--- src/rtl/poly_mult_pkg.sv ---
// rtl/poly_mult_pkg.sv - shared types, constants and sizing helpers for the polynomial multiplier
package poly_mult_pkg;

    parameter int COEFF_WIDTH = 8;
    localparam int DEFAULT_LATENCY = 5;

    typedef logic [COEFF_WIDTH-1:0] coeff_t;

    // Number of pairwise-add levels needed to reduce n operands to one.
    function automatic int tree_depth(input int n);
        int d;
        d = 0;
        while ((1 << d) < n) begin
            d++;
        end
        return d;
    endfunction

    // Operands still alive after `level` rounds of pairwise reduction.
    function automatic int level_count(input int n, input int level);
        return (n + (1 << level) - 1) >> level;
    endfunction

endpackage

--- src/rtl/pipelined_adder_tree.sv ---
// rtl/pipelined_adder_tree.sv - registered wrapping pairwise adder tree with valid/first/last sideband
module pipelined_adder_tree
    import poly_mult_pkg::*;
#(
    parameter int WIDTH = 8,
    parameter int N     = 8
) (
    input  logic                     clk,
    input  logic                     reset,
    input  logic                     en,
    input  logic                     in_valid,
    input  logic                     in_first,
    input  logic                     in_last,
    input  logic [N-1:0][WIDTH-1:0]  operands,
    output logic                     out_valid,
    output logic                     out_first,
    output logic                     out_last,
    output logic [WIDTH-1:0]         sum
);

    localparam int DEPTH = tree_depth(N);

    for (genvar l = 0; l <= DEPTH; l++) begin : g_lvl
        localparam int CNT = level_count(N, l);
        logic [WIDTH-1:0] data [CNT];
        logic             valid;
        logic             first;
        logic             last;

        if (l == 0) begin : g_in
            for (genvar j = 0; j < CNT; j++) begin : g_op
                assign data[j] = operands[j];
            end
            assign valid = in_valid;
            assign first = in_first;
            assign last  = in_last;
        end else begin : g_reg
            localparam int PREV = level_count(N, l - 1);
            logic [WIDTH-1:0] lo [CNT];
            logic [WIDTH-1:0] hi [CNT];

            // An odd leftover pairs with zero, so it passes through registered.
            for (genvar j = 0; j < CNT; j++) begin : g_pair
                assign lo[j] = g_lvl[l-1].data[2*j];
                if (2*j + 1 < PREV) begin : g_two
                    assign hi[j] = g_lvl[l-1].data[2*j+1];
                end else begin : g_one
                    assign hi[j] = '0;
                end
            end

            always_ff @(posedge clk) begin
                if (reset) begin
                    valid <= 1'b0;
                    first <= 1'b0;
                    last  <= 1'b0;
                    for (int j = 0; j < CNT; j++) begin
                        data[j] <= '0;
                    end
                end else if (en) begin
                    valid <= g_lvl[l-1].valid;
                    first <= g_lvl[l-1].first;
                    last  <= g_lvl[l-1].last;
                    for (int j = 0; j < CNT; j++) begin
                        data[j] <= lo[j] + hi[j];
                    end
                end
            end
        end
    end

    assign sum       = g_lvl[DEPTH].data[0];
    assign out_valid = g_lvl[DEPTH].valid;
    assign out_first = g_lvl[DEPTH].first;
    assign out_last  = g_lvl[DEPTH].last;

endmodule

--- src/rtl/accumulating_column.sv ---
// rtl/accumulating_column.sv - pipelined multi-beat dot-product column with negacyclic wrap and fixed latency
module accumulating_column
    import poly_mult_pkg::*;
#(
    parameter int COEFF_WIDTH = 8,
    parameter int MAX_HEIGHT  = 8,
    parameter int LATENCY     = DEFAULT_LATENCY
) (
    input  logic                                  clk,
    input  logic                                  reset,
    input  logic                                  in_valid,
    output logic                                  in_ready,
    input  logic [MAX_HEIGHT-1:0][COEFF_WIDTH-1:0] as,
    input  logic [MAX_HEIGHT-1:0][COEFF_WIDTH-1:0] bs,
    input  logic [MAX_HEIGHT-1:0]                 term_en,
    input  logic [MAX_HEIGHT-1:0]                 term_neg,
    input  logic                                  in_first,
    input  logic                                  in_last,
    output logic                                  out_valid,
    input  logic                                  out_ready,
    output logic [COEFF_WIDTH-1:0]                c_value
);

    localparam int TREE_DEPTH = tree_depth(MAX_HEIGHT);
    localparam int D          = LATENCY - TREE_DEPTH - 2;

    if (LATENCY < TREE_DEPTH + 2) begin : g_latency_check
        $error("accumulating_column: LATENCY must be at least TREE_DEPTH+2");
    end

    // One global stall: the whole pipe freezes while the output is blocked.
    logic advance;
    assign advance  = !(out_valid && !out_ready);
    assign in_ready = advance;

    logic [MAX_HEIGHT-1:0][COEFF_WIDTH-1:0] terms;
    for (genvar i = 0; i < MAX_HEIGHT; i++) begin : g_lane
        logic [COEFF_WIDTH-1:0] prod;
        assign prod     = as[i] * bs[MAX_HEIGHT-1-i];
        assign terms[i] = term_en[i] ? (term_neg[i] ? -prod : prod) : '0;
    end

    logic [MAX_HEIGHT-1:0][COEFF_WIDTH-1:0] p;
    logic                                   p_valid;
    logic                                   p_first;
    logic                                   p_last;

    always_ff @(posedge clk) begin
        if (reset) begin
            p       <= '0;
            p_valid <= 1'b0;
            p_first <= 1'b0;
            p_last  <= 1'b0;
        end else if (advance) begin
            p       <= terms;
            p_valid <= in_valid;
            p_first <= in_first;
            p_last  <= in_last;
        end
    end

    logic                   t_valid;
    logic                   t_first;
    logic                   t_last;
    logic [COEFF_WIDTH-1:0] t_sum;

    pipelined_adder_tree #(
        .WIDTH (COEFF_WIDTH),
        .N     (MAX_HEIGHT)
    ) u_tree (
        .clk       (clk),
        .reset     (reset),
        .en        (advance),
        .in_valid  (p_valid),
        .in_first  (p_first),
        .in_last   (p_last),
        .operands  (p),
        .out_valid (t_valid),
        .out_first (t_first),
        .out_last  (t_last),
        .sum       (t_sum)
    );

    logic [COEFF_WIDTH-1:0] acc;
    logic [COEFF_WIDTH-1:0] acc_next;
    logic                   a_valid;
    logic [COEFF_WIDTH-1:0] a_value;

    assign acc_next = t_first ? t_sum : acc + t_sum;

    always_ff @(posedge clk) begin
        if (reset) begin
            acc     <= '0;
            a_valid <= 1'b0;
            a_value <= '0;
        end else if (advance) begin
            a_valid <= t_valid && t_last;
            if (t_valid) begin
                acc <= acc_next;
            end
            if (t_valid && t_last) begin
                a_value <= acc_next;
            end
        end
    end

    // Alignment delay pads every column instance out to the same LATENCY.
    if (D == 0) begin : g_no_delay
        assign out_valid = a_valid;
        assign c_value   = a_value;
    end else begin : g_delay
        logic                   dv   [D];
        logic [COEFF_WIDTH-1:0] dval [D];

        always_ff @(posedge clk) begin
            if (reset) begin
                for (int k = 0; k < D; k++) begin
                    dv[k]   <= 1'b0;
                    dval[k] <= '0;
                end
            end else if (advance) begin
                dv[0]   <= a_valid;
                dval[0] <= a_value;
                for (int k = 1; k < D; k++) begin
                    dv[k]   <= dv[k-1];
                    dval[k] <= dval[k-1];
                end
            end
        end

        assign out_valid = dv[D-1];
        assign c_value   = dval[D-1];
    end

endmodule

--- config.mk ---
export PLATFORM = sky130hd
export DESIGN_NAME = accumulating_column
export DESIGN_NICKNAME = d
export VERILOG_FILES = /design/src/rtl/poly_mult_pkg.sv /design/src/rtl/pipelined_adder_tree.sv /design/src/rtl/accumulating_column.sv
export SDC_FILE = /design/constraint.sdc
export NUM_CORES = 1
export LEC_CHECK = 0
export CORE_MARGIN = 2
export CORE_UTILIZATION = 40
export CTS_CLUSTER_DIAMETER = 60
export DETAILED_ROUTE_END_ITERATION = 8
export HOLD_SLACK_MARGIN = 0.02
export PLACE_DENSITY_LB_ADDON = 0.12
export SYNTH_ARGS = -nofsm -noshare
export SYNTH_HDL_FRONTEND = slang
export SYNTH_SLANG_ARGS = --single-unit
--- constraint.sdc ---
create_clock -name clk -period 4.1 [get_ports clk]
set_input_delay 0.82 -clock clk [delete_from_list [all_inputs] [get_ports clk]]
set_output_delay 0.82 -clock clk [all_outputs]
set_load 0.02 [all_outputs]
# Word-level counts from Yosys, hierarchy flattened
# Memories as Yosys holds them, arrays and structs flattened.
# Index checks and enable logic that the tools add are counted.
# op_classes
mul,8
reduce_logical,7
magnitude_cmp,0
bitwise_logic,7
n_mux,30
n_eq_ne,0
shift,0
n_div,0
addsub,16
# op_table
operator,n
two-way mux 8 bit,24
adder 8 bit,8
multiplier 8 x 8 -> 8 bit,8
negation 8 bit,8
OR reduction 8 bit,1
two-way mux 1 bit,6
OR 1 bit,6
AND reduction 2 bit,2
logical AND 1 bit,2
zero test 1 bit,2
NOT 1 bit,1
# totals
elab_cells,94
out_inout_bits,10
mem_bits_rw,56
mem_count,3
ff_bits,93
latch_bits,0
rom_bits,0
# memory_table
name,depth,word_bits,rd,rd_ports_with_merged_regs,write_ports,line_no,rtl
u_tree.g_lvl[1].data,4,8,4,0,4,pipelined_adder_tree.sv:25,logic [WIDTH-1:0] data [CNT];
u_tree.g_lvl[2].data,2,8,2,0,2,pipelined_adder_tree.sv:25,
u_tree.g_lvl[3].data,1,8,1,0,1,pipelined_adder_tree.sv:25,

# Longest topological paths before layout
# Gate-level depths: netlist of the first run.
# depth
depth_word,7
ltp_mapped,16

# By module
# Synthesis of the first run repeated with hierarchy kept, for this count alone.
# unflattened
hier_cells,1845
hier_area_um2,16005.4
# modules_own_cells
module,seq_area_each_um2,instances,cells_per_inst,area_per_inst_um2
accumulating_column,1681.6,1,1387,11402.2
pipelined_adder_tree,1861.8,1,458,4603.2

# Worst setup path after synthesis of the first run
# OpenSTA, ideal clock, no wires.
# synth_path
kind,input -> register
start,input bs[10] (netlist name)
end,register p[55] (netlist name)
stages,12
setup_slack_ns,-0.076
arrival_ns,4.055
path_buffers,0
required_time_ns,3.979
path_cell_list,and2_1 > ha_1 > fa_1 > ha_1 > inv_1 > fa_1 > inv_1 > fa_1 > or4_1 > o31ai_2 > xnor2_1 > o21ai_1
# synth_between
elab_chain_len,4
# synth_rtl
item,line_no,rtl
"start, declared",accumulating_column.sv:14,"input logic [MAX_HEIGHT-1:0][COEFF_WIDTH-1:0] bs,"
multiplier 8 x 8 -> 8 bit (*),accumulating_column.sv:39,assign prod = as[i] * bs[MAX_HEIGHT-1-i];
negation 8 bit,accumulating_column.sv:40,assign terms[i] = term_en[i] ? (term_neg[i] ? -prod : prod) : '0;
two-way mux 8 bit (*) (2 in a row),accumulating_column.sv:40,
"end signal, assigned",accumulating_column.sv:55,p <= terms;
"end, declared",accumulating_column.sv:43,logic [MAX_HEIGHT-1:0][COEFF_WIDTH-1:0] p;
# Mark *: on every way between the ends. The rest lies on a longest branch, timed or not.
# A chain may end at the register's enable or synchronous reset.

# Worst setup path after layout of the first run
# layout_path
start,input as[59] (netlist name)
end,register p[63] (netlist name)
# layout_between
elab_chain_len,4
# layout_rtl
item,line_no,rtl
"start, declared",accumulating_column.sv:13,"input logic [MAX_HEIGHT-1:0][COEFF_WIDTH-1:0] as,"
multiplier 8 x 8 -> 8 bit (*),accumulating_column.sv:39,
negation 8 bit,accumulating_column.sv:40,
two-way mux 8 bit (*) (2 in a row),accumulating_column.sv:40,
# Marks and branches as above.

==> results of run 1 <==
-- worst max-delay path by stage --
stage | endpoint | slack, ns | cells after the start
after floorplan | p[55] | -0.02 | 12
after global routing | p[7] | -0.02 | 14
final | p[63] | 0.12 | 15
after CTS | p[7] | 0.001 | 14
after global placement | p[55] | -0.72 | 18
after detailed placement | p[63] | -0.77 | 14
-- worst max-delay path: stages --
cell and delay, ns:
dlygate4sd2_1 0.31, nand2_1 0.10, fa_2 0.53, inv_1 0.04, ha_1 0.30, ha_1 0.28
inv_1 0.05, fa_1 0.53, inv_1 0.07, ha_4 0.25, xor2_1 0.15, or4_1 0.49
o21ai_2 0.14, xnor2_1 0.15, o21ai_1 0.08
-- flip-flops by register name (all words and copies together) (netlist names) --
signal,cells
u_tree.out_valid,1
p_first,1
p,64
p_last,1
u_tree.g_lvl.first,2
acc,8
c_value,8
u_tree.g_lvl.data,56
p_valid,1
u_tree.g_lvl.valid,2
out_valid,1
u_tree.out_last,1
u_tree.out_first,1
u_tree.g_lvl.last,2
-- cell type report --
| type | instances | area (um2) |
|---|---|---|
| timing repair buffer | 320 | 2744 |
| tap | 511 | 639.4 |
| clock buffer | 20 | 457.9 |
| sequential | 149 | 3543 |
| fill | 3581 | 18090 |
| clock inverter | 12 | 165.2 |
| inverter | 203 | 762.0 |
| multi-input combinational | 1336 | 11000 |
-- synth_stat cells (2+ instances only) --
library cell,count
edfxtp_1,56
or4_1,8
dfxtp_1,93
nor4_1,2
o31ai_1,11
buf_2,6
nor2b_1,31
nand2_2,2
and2_1,144
o21ai_0,78
nor3_1,13
a31oi_1,2
o21ai_1,12
nor2_1,84
a211oi_1,8
o22ai_1,8
fa_1,104
or3_1,8
xnor2_1,142
ha_1,192
nand2_1,274
o31ai_2,5
a21o_1,33
clkbuf_1,13
o21a_1,8
mux2i_1,9
nand2b_1,16
inv_1,201
buf_4,2
xor2_1,79
a21oi_1,49
-- repair_timing --
action | 4_1_cts | 5_1_grt
endpoints found under the hold margin | 0 | 0
gates resized for setup | 97 | 75
buffers inserted | 0 | 0
endpoints found under the setup margin | 22 | 21
pin swaps | 29 | 36
-- cell families (layout without fill, tap and decap cells) --
kind of cell	after synthesis	count (layout)	share of synthesized area (%)
buf+inv	224	555	5.687
compound gates	221	221	8.946
fa+ha+maj	296	296	29.80
simple gates	588	588	18.49
mux	10	10	0.6734
flops	149	149	23.55
xor+xnor	221	221	12.86
-- metal layers --
metal,vias up,track usage (%),wire length (um)
met1,5523,20.93,14520
met2,121,33.12,16700
met3,13,2.385,807
met5,-,0,0
li1,6162,-,-
met4,0,2.451,189
-- through the flow --
stage	util [%]	setup slack (ns)	hold slack, ns	instances
2_1_floorplan	-	-0.02049	0.4291	1709
3_3_place_gp	49.30	-0.7248	0.4422	2519
3_5_place_dp	49.30	-0.7679	0.4453	2519
4_1_cts	51.37	0.0009734	0.4548	2551
5_1_grt	51.63	-0.01514	0.4742	2551
6_report	51.63	0.1179	0.4514	2551
-- power breakdown --
group	internal [W]	total, W	switching, W	leakage, nW
clock	0.00100	0.00165	0.000641	0.301
combinational	0.00192	0.00370	0.00178	7.51
sequential	0.00182	0.00197	0.000158	1.44
total	0.00474	0.00732	0.00258	9.25
==> run metrics, run 1 <==
GRT Overall Usage 17.33%; Initial Util 40.24%; RSZ-0062 raised after global routing true; Die W 198.0 um; Min-Delay Path Class reg2reg; clock skew 0.01177 ns; DR iter-0 viols 280; drt pass-1 iters 5; clk_lat worst skew 0.42 ns; fin crit share 97.12%; design area 0.01931 mm2; root buffer cell clkbuf_16; Post-synth EDFFs 56; diode count 0; Slew HR 52.54%; routed len/inst 12.63 um; Crit Path Max Fanout 5; Worst Setup End Kind register; via density per instance 4.633; Syn Std Cell Area 0.01505 mm2; cells after synthesis 1,709; clk sinks 149; critical path required time 4.40 ns; Post-Syn Nets 2,155; # setup viols final 0; status complete, no violations; CTS tree yes; dominant synthesized flop cell dfxtp_1; worst path arrival time 4.29 ns; clk buf depth 2; total power 0.007321 W; clock buffer count from CTS 17; R2R Setup Slk 1.85 ns; setup_tns 0 ns; Port Buffers 159; peak supply drop 0.3133 mV; Die Y 198.0 um; Max-Cap Viols 0; Routability Congestion 0.8466; initial antenna violation count 0; Top Ports 160; Final Hold Viols 0; hold buffers post-CTS 0; R2R cell count 8; hold_sp p_last; Mean Syn Cell Area 8.806 um2; final WL 32,220 um; slew of the pin with the lowest slew margin 0.7109 ns; hpwl dp 26,580 um; number of global-route vias before repair 12,280; asr flop ratio synth 0%; clock period minus worst slack 3.982 ns; die footprint 0.03919 mm2; largest net degree at the start of global routing 57; gr ovfl total 0; maximum operating frequency 251.1 MHz; register area share after synthesis 23.55%; most common cell after layout, fill and taps aside nand2_1; DR vias 11,820; Clock Pin Slew Worst Setup and Hold Paths 0.06 ns; area leader, netlist ha_1; share of layout cells above drive strength 1 13.77%; worst setup path start as[59]; H-tree levels 4; post-route ant nets 0; synth unique cells 47; Core Box Area 0.03740 mm2; Area Overhead vs Synth 28.32%; Worst R2R End c_value[7]; Synth top area share 15.96%; synthesis-stage register bit count 149; P_leak 9.250 nW; commonest cells after routing, fill and taps aside nand2_1, inv_1, ha_1, buf_4; Yosys warning total 0; WHS Path Cells 2; NumNets Final 2,473; placed cell areas 0.01844 mm2; pwr dens 379.1 mW/mm2; first-pass GRT wire length 55,720 um; R2R Path Start u_tree.g_lvl[3].data[0][3]; CP Launch Type input port; Hold Crit Endpoint p_last; Setup Crit Path Kind in2reg; Residual DRC 0; num rows 71; ranking of synthesized cells by area ha_1, fa_1, dfxtp_1; final slew viol count 0
Power figures use the tool's default switching activity.
==> inputs of run 2 (changes only) <==
Settings changed: CORE_UTILIZATION 40 to 53.
==> run 2 against run 1 <==
Count of clock-buffer cells in the layout shrank 2; fmax is essentially flat; global-route usage grew 4.8 points; wire length shrank 0.70%; largest power group unchanged; worst setup slack gained 0.0017 ns; critical path type unchanged.
==> run metrics, run 2 (same netlist as run 1, synthesis figures left out) <==
first-pass GRT wire length 55,720 um (unchanged); pwr dens 390.8 mW/mm2 (was 379.1 mW/mm2); largest net degree at the start of global routing 65 (was 57); clock skew 0.01300 ns (was 0.01177 ns); root buffer cell clkbuf_16 (unchanged); R2R Path Start u_tree.g_lvl[3].data[0][3] (unchanged); Clock Pin Slew Worst Setup and Hold Paths 0.06 ns (about the same); via density per instance 4.959 (was 4.633); CP cell instances clkdlybuf4s50_1 > and2_1 > ha_1 > ha_1 > inv_1 > fa_1 > inv_1 > ha_1 > fa_1 > or4_4 > o31ai_4 > xnor2_1 > o21ai_1 (was dlygate4sd2_1 > nand2_1 > fa_2 > inv_1 > ha_1 > ha_1 > inv_1 > fa_1 > inv_1 > ha_4 > xor2_1 > or4_1 > o21ai_2 > xnor2_1 > o21ai_1); worst setup path start bs[8] (was as[59]); R2R cell count 8 (unchanged); diode count 0 (unchanged); Crit path top cell by count ha_1 (was inv_1); NumNets Final 2,475 (was 2,473); Die Y 172.5 um (was 198.0 um); max incr delay on CP 0.54 ns (was 0.53 ns); most common cell after layout, fill and taps aside nand2_1 (unchanged); clock buffer count from CTS 17 (unchanged); hold_sp p_last (unchanged); routed len/inst 13.22 um (was 12.63 um); final WL 32,000 um (was 32,220 um); Routability Congestion 0.8539 (was 0.8466); status complete, no violations (unchanged); slew of the pin with the lowest slew margin 0.8027 ns (was 0.7109 ns); DR iter-0 viols 514 (was 280); WHS Path Cells 2 (unchanged); Port Buffers 159 (unchanged); peak supply drop 0.3753 mV (was 0.3133 mV); worst path arrival time 4.29 ns (about the same); clk sinks 149 (unchanged); num rows 61 (was 71); drt pass-1 iters 5 (unchanged); Hold Crit Endpoint p_last (unchanged); gr ovfl total 0 (unchanged); commonest cells after routing, fill and taps aside nand2_1, inv_1, ha_1, buf_4, and2_1 (was nand2_1, inv_1, ha_1, buf_4); final slew viol count 0 (unchanged); placed cell areas 0.01827 mm2 (was 0.01844 mm2); Reg with most FFs p (unchanged); Initial Util 54.02% (was 40.24%); Worst Setup End Kind register (unchanged); Top Ports 160 (unchanged); Final Hold Viols 0 (unchanged); clock period minus worst slack 3.980 ns (was 3.982 ns); Die W 172.5 um (was 198.0 um); Slowest-stage cell, CP fa_1 (was fa_2); GRT Overall Usage 22.14% (was 17.33%); Max-Cap Viols 0 (unchanged); fin crit share 97.08% (was 97.12%); CTS tree yes (unchanged); critical path required time 4.41 ns (was 4.40 ns); Largest regs p (64), u_tree.g_lvl.data (56) (unchanged); clk_lat worst skew 0.43 ns (was 0.42 ns); hpwl dp 25,800 um (was 26,580 um); DR vias 12,000 (was 11,820); # setup viols final 0 (unchanged); Min-Delay Path Class reg2reg (unchanged); Setup Crit Path Kind in2reg (unchanged); Crit Path Max Fanout 3 (was 5); Core Box Area 0.02786 mm2 (was 0.03740 mm2); P_leak 9.332 nW (was 9.250 nW); die footprint 0.02976 mm2 (was 0.03919 mm2); design area 0.01941 mm2 (was 0.01931 mm2); share of layout cells above drive strength 1 14.45% (was 13.77%); post-route ant nets 0 (unchanged); Slew HR 46.49% (was 52.54%); Worst R2R End c_value[7] (unchanged); hold buffers post-CTS 0 (unchanged); maximum operating frequency 251.2 MHz (was 251.1 MHz); number of global-route vias before repair 12,450 (was 12,280); clk buf depth 2 (unchanged); Area Overhead vs Synth 29.00% (was 28.32%); H-tree levels 4 (unchanged); initial antenna violation count 0 (unchanged); Largest register FFs 64 (unchanged); CP Launch Type input port (unchanged); setup_tns 0 ns (unchanged); R2R Setup Slk 1.80 ns (was 1.85 ns); Residual DRC 0 (unchanged)
==> run 2: cell types whose count changed in the layout (fill, tap and decap cells not counted), sizes merged, moves of 2 or more <==
cell / change
dlymetal6s2s: +5
clkdlybuf4s15: -2
buf: +2
bufinv: +2
clkdlybuf4s50: +6
inv: -2
clkbuf: -11
==> run 2: report_power, final <==
part           internal [W]  leakage [nW]  switching [W]
Sequential          0.00182          1.44       0.000162
Clock               0.00112         0.322       0.000633
Combinational       0.00200          7.57        0.00185
Total               0.00494          9.33        0.00265
==> run 2: per-stage QoR <==
step                power (W)  util (%)  hold WS [ns]  instances  setup WS, ns
finish               0.007586     69.69        0.4518       2420        0.1196
global route         0.008181     69.69        0.4752       2420      -0.02737
CTS                  0.007509     68.90        0.4574       2420      -0.04763
detailed placement   0.005508     65.56        0.4467       2387       -0.6531
global placement     0.005418     65.56        0.4415       2387       -0.6358
floorplan            0.004333         -        0.4291       1709      -0.02049
==> run 2: critical path: cells and delay by family <==
kind / cells / cell delay, ns
buffers and inverters: 3 / 0.56
AO/OA/AOI/OAI: 2 / 0.26
adder cells (fa/ha/maj): 5 / 1.84
AND/OR/NAND/NOR: 2 / 0.66
XOR/XNOR: 1 / 0.14
==> run 2: timing repair <==
item | CTS | global route
gates resized for setup | 93 | 78
pin swaps | 32 | 66
endpoints found under the setup margin | 20 | 20
buffers inserted | 1 | 0
==> run 2: worst max-delay path by stage <==
stage | to | slack [ns] | depth (start not counted)
4_1_cts | p[63] | -0.05 | 14
6_report | p[55] | 0.12 | 13
3_5_place_dp | p[63] | -0.65 | 15
3_3_place_gp | p[63] | -0.64 | 13
5_1_grt | p[6] | -0.03 | 16
2_1_floorplan | p[55] | -0.02 | 12
==> run 2: layer usage <==
layer	wire (um)	vias to the layer above	track usage, %
met5	0	-	0
met2	17060	142	41.58
met1	13820	5654	26.94
met3	791	27	3.073
met4	325	0	4.274
li1	-	6177	-
==> run 2: layout make-up <==
cell class | count | area, um2
Clock buffer | 18 | 450.4
Sequential cell | 149 | 3543
Tap cell | 378 | 473.0
Timing Repair Buffer | 322 | 2810
Inverter | 203 | 762.0
Clock inverter | 14 | 222.7
Multi-Input combinational cell | 1336 | 11150
Fill cell | 2248 | 8444
==> RTL edit (flow settings as in run 2) <==
Reset style: asynchronous (`reset`), changed in 4 clocked blocks.
--- a/src/rtl/pipelined_adder_tree.sv
+++ b/src/rtl/pipelined_adder_tree.sv
@@ -49,7 +49,7 @@
                 end
             end
 
-            always_ff @(posedge clk) begin
+            always_ff @(posedge clk or posedge reset) begin
                 if (reset) begin
                     valid <= 1'b0;
                     first <= 1'b0;
--- a/src/rtl/accumulating_column.sv
+++ b/src/rtl/accumulating_column.sv
@@ -45,7 +45,7 @@
     logic                                   p_first;
     logic                                   p_last;
 
-    always_ff @(posedge clk) begin
+    always_ff @(posedge clk or posedge reset) begin
         if (reset) begin
             p       <= '0;
             p_valid <= 1'b0;
@@ -88,7 +88,7 @@
 
     assign acc_next = t_first ? t_sum : acc + t_sum;
 
-    always_ff @(posedge clk) begin
+    always_ff @(posedge clk or posedge reset) begin
         if (reset) begin
             acc     <= '0;
             a_valid <= 1'b0;
@@ -112,7 +112,7 @@
         logic                   dv   [D];
         logic [COEFF_WIDTH-1:0] dval [D];
 
-        always_ff @(posedge clk) begin
+        always_ff @(posedge clk or posedge reset) begin
             if (reset) begin
                 for (int k = 0; k < D; k++) begin
                     dv[k]   <= 1'b0;
Function: changed (a bounded check fails within 10 cycles, from zero or initial values and one cycle with reset high; the reset may be asserted at any time).
==> RTL edit against run 2 <==
  * Combinational power increased by 62%
  * Sequential share of layout area rose by 0.89 points
  * Largest power group unchanged
  * Cell area up 0.35%
  * Setup slack lost 0.12 ns
  * Synthesized area rose by 3.2%
  * Utilization decreased by 2.0 points
  * Largest cell class unchanged
  * Sequential cell count unchanged
  * Die area rose by 3.1%
  * Critical path type unchanged
  * Highest routed layer is now met5
  * Routed wire length up 2.8%
  * Total power grew 37%
==> RTL edit: results (changes against run 2) <==
status: "finished clean"
hpwl_um: 26700  # +3.5%
worstPathArrival_ns: 4.39  # +0.10 ns
viasPerCell: 5.00  # +0.77%
grt_max_degree: 111  # +71%
skew_ns: 0.0115  # -0.00154 ns
synth_flop_cell: "dfrtp_1"
leakagePower_uw: 0.00980  # +5.0%
antenna_found_initial: 1  # +1
synth_top_cells_by_area: "dfrtp_1, ha_1, fa_1"
wire_per_inst_um: 13.3  # +0.32%
hold_path_depth: 2  # unchanged
worst_slew_pin_slew_ns: 0.965  # +0.162 ns
yosysSeqAreaShare_pct: 24.0  # +0.47 points
nets: 2531  # +2.3%
grt_pass1_wl_um: 57500  # +3.2%
grt_pass1_vias: 13011  # +4.5%
peakVddDrop_mv: 0.337  # -10%
synthTopCellsByCount: "nand2_1, inv_1, ha_1"
drive_above_1_share_pct: 13.1  # -1.4 points
reg_top3: "p (64), u_tree.g_lvl.data (32)"
track_usage_pct: 22.3  # +0.18 points
synth_nets: 2237  # +3.8%
nFillCells: 2425  # +7.9%
ys_types: 39  # -17%
==> RTL edit: changes by cell type after synthesis, moves of 10 or more <==
cell / delta
a21oi_1: +38
clkbuf_1: +10
dfrtp_1: +149
dfxtp_1: -93
edfxtp_1: -56
inv_1: +23
nand2_1: +64
nand3_1: +10
nor2_1: -22
nor2b_1: -18
o21ai_0: -53
o21ai_1: +57
o21bai_1: +13
xnor2_1: +15
==> RTL edit: final cells by class <==
| cell class | count | area share [%] |
|---|---|---|
| multi-input combinational | 1387 | 57.5 |
| sequential | 149 | 19.1 |
| timing repair buffer | 304 | 13.5 |
| inverter | 226 | 4.38 |
| tap | 384 | 2.47 |
| clock buffer | 18 | 2.25 |
| clock inverter | 13 | 0.764 |
==> RTL edit: logic make-up (layout without fill, tap and decap cells) <==
kind of cell / count (synthesis) / in the layout / share of synthesized area, %
adders and majority gates: 296 / 296 / 28.9
AOI/OAI and AO/OA: 268 / 268 / 10.3
DFF: 149 / 149 / 24.0
and+or+nand+nor: 582 / 582 / 16.9
muxes: 13 / 13 / 0.854
buffers and inverters: 255 / 561 / 6.23
xor gates and xnor gates: 228 / 228 / 12.9
==> RTL edit: timing repair <==
item                                    CTS  global route
setup buffers                             0             1
pin swaps                                38            56
gates resized for setup                  82            99
endpoints found under the setup margin   17            15
==> RTL edit: per-stage QoR <==
stage               std cells  instance area [um^2]  setup TNS (ns)  hold slack, ns  setup slack (ns)
finish                   2481                 19500               0           0.467           0.00133
global route             2481                 19500          -0.176           0.491            -0.132
CTS                      2480                 19300         -0.0757           0.470           -0.0757
detailed placement       2449                 18600          -13.72           0.456            -0.738
global placement         2449                 18600          -12.13           0.451            -0.698
floorplan                1791                 15500               0           0.438             0.129
==> RTL edit: path summary, 6_finish.rpt <==
check,from,endpoint,slack [ns]
min in group asynchronous,reset,u_tree.g_lvl[3].g_reg.lo[0]$_DFFE_PP0N_,0.99
max in group asynchronous,reset,u_tree.g_lvl[1].data[19]$_DFFE_PP0N_,2.33
max reg2reg,u_tree.sum[1]$_DFFE_PP0N_,c_value[7]$_DFFE_PP0P_,1.88
min reg2reg,p_valid$_DFFE_PP0N_,p_valid$_DFFE_PP0N_,0.47
max,as[43],p[47]$_DFFE_PP0N_,0.001
min,p_valid$_DFFE_PP0N_,p_valid$_DFFE_PP0N_,0.47
==> RTL edit: layer usage <==
layer  up-vias  part of all wire, %  global-route usage [%]
li1       6287                    -                       -
met4         2                  1.4                    4.65
met3        36                  2.9                    3.44
met1      5878                   43                    27.6
met5         -                0.021                       0
met2       194                   52                    41.1
==> RTL edit: power by group <==
part | switching (uW) | leakage (uW) | internal [uW] | total (uW)
Combinational | 3160 | 0.00766 | 3080 | 6240
Clock | 634 | 0.000290 | 920 | 1550
Sequential | 448 | 0.00186 | 2120 | 2570
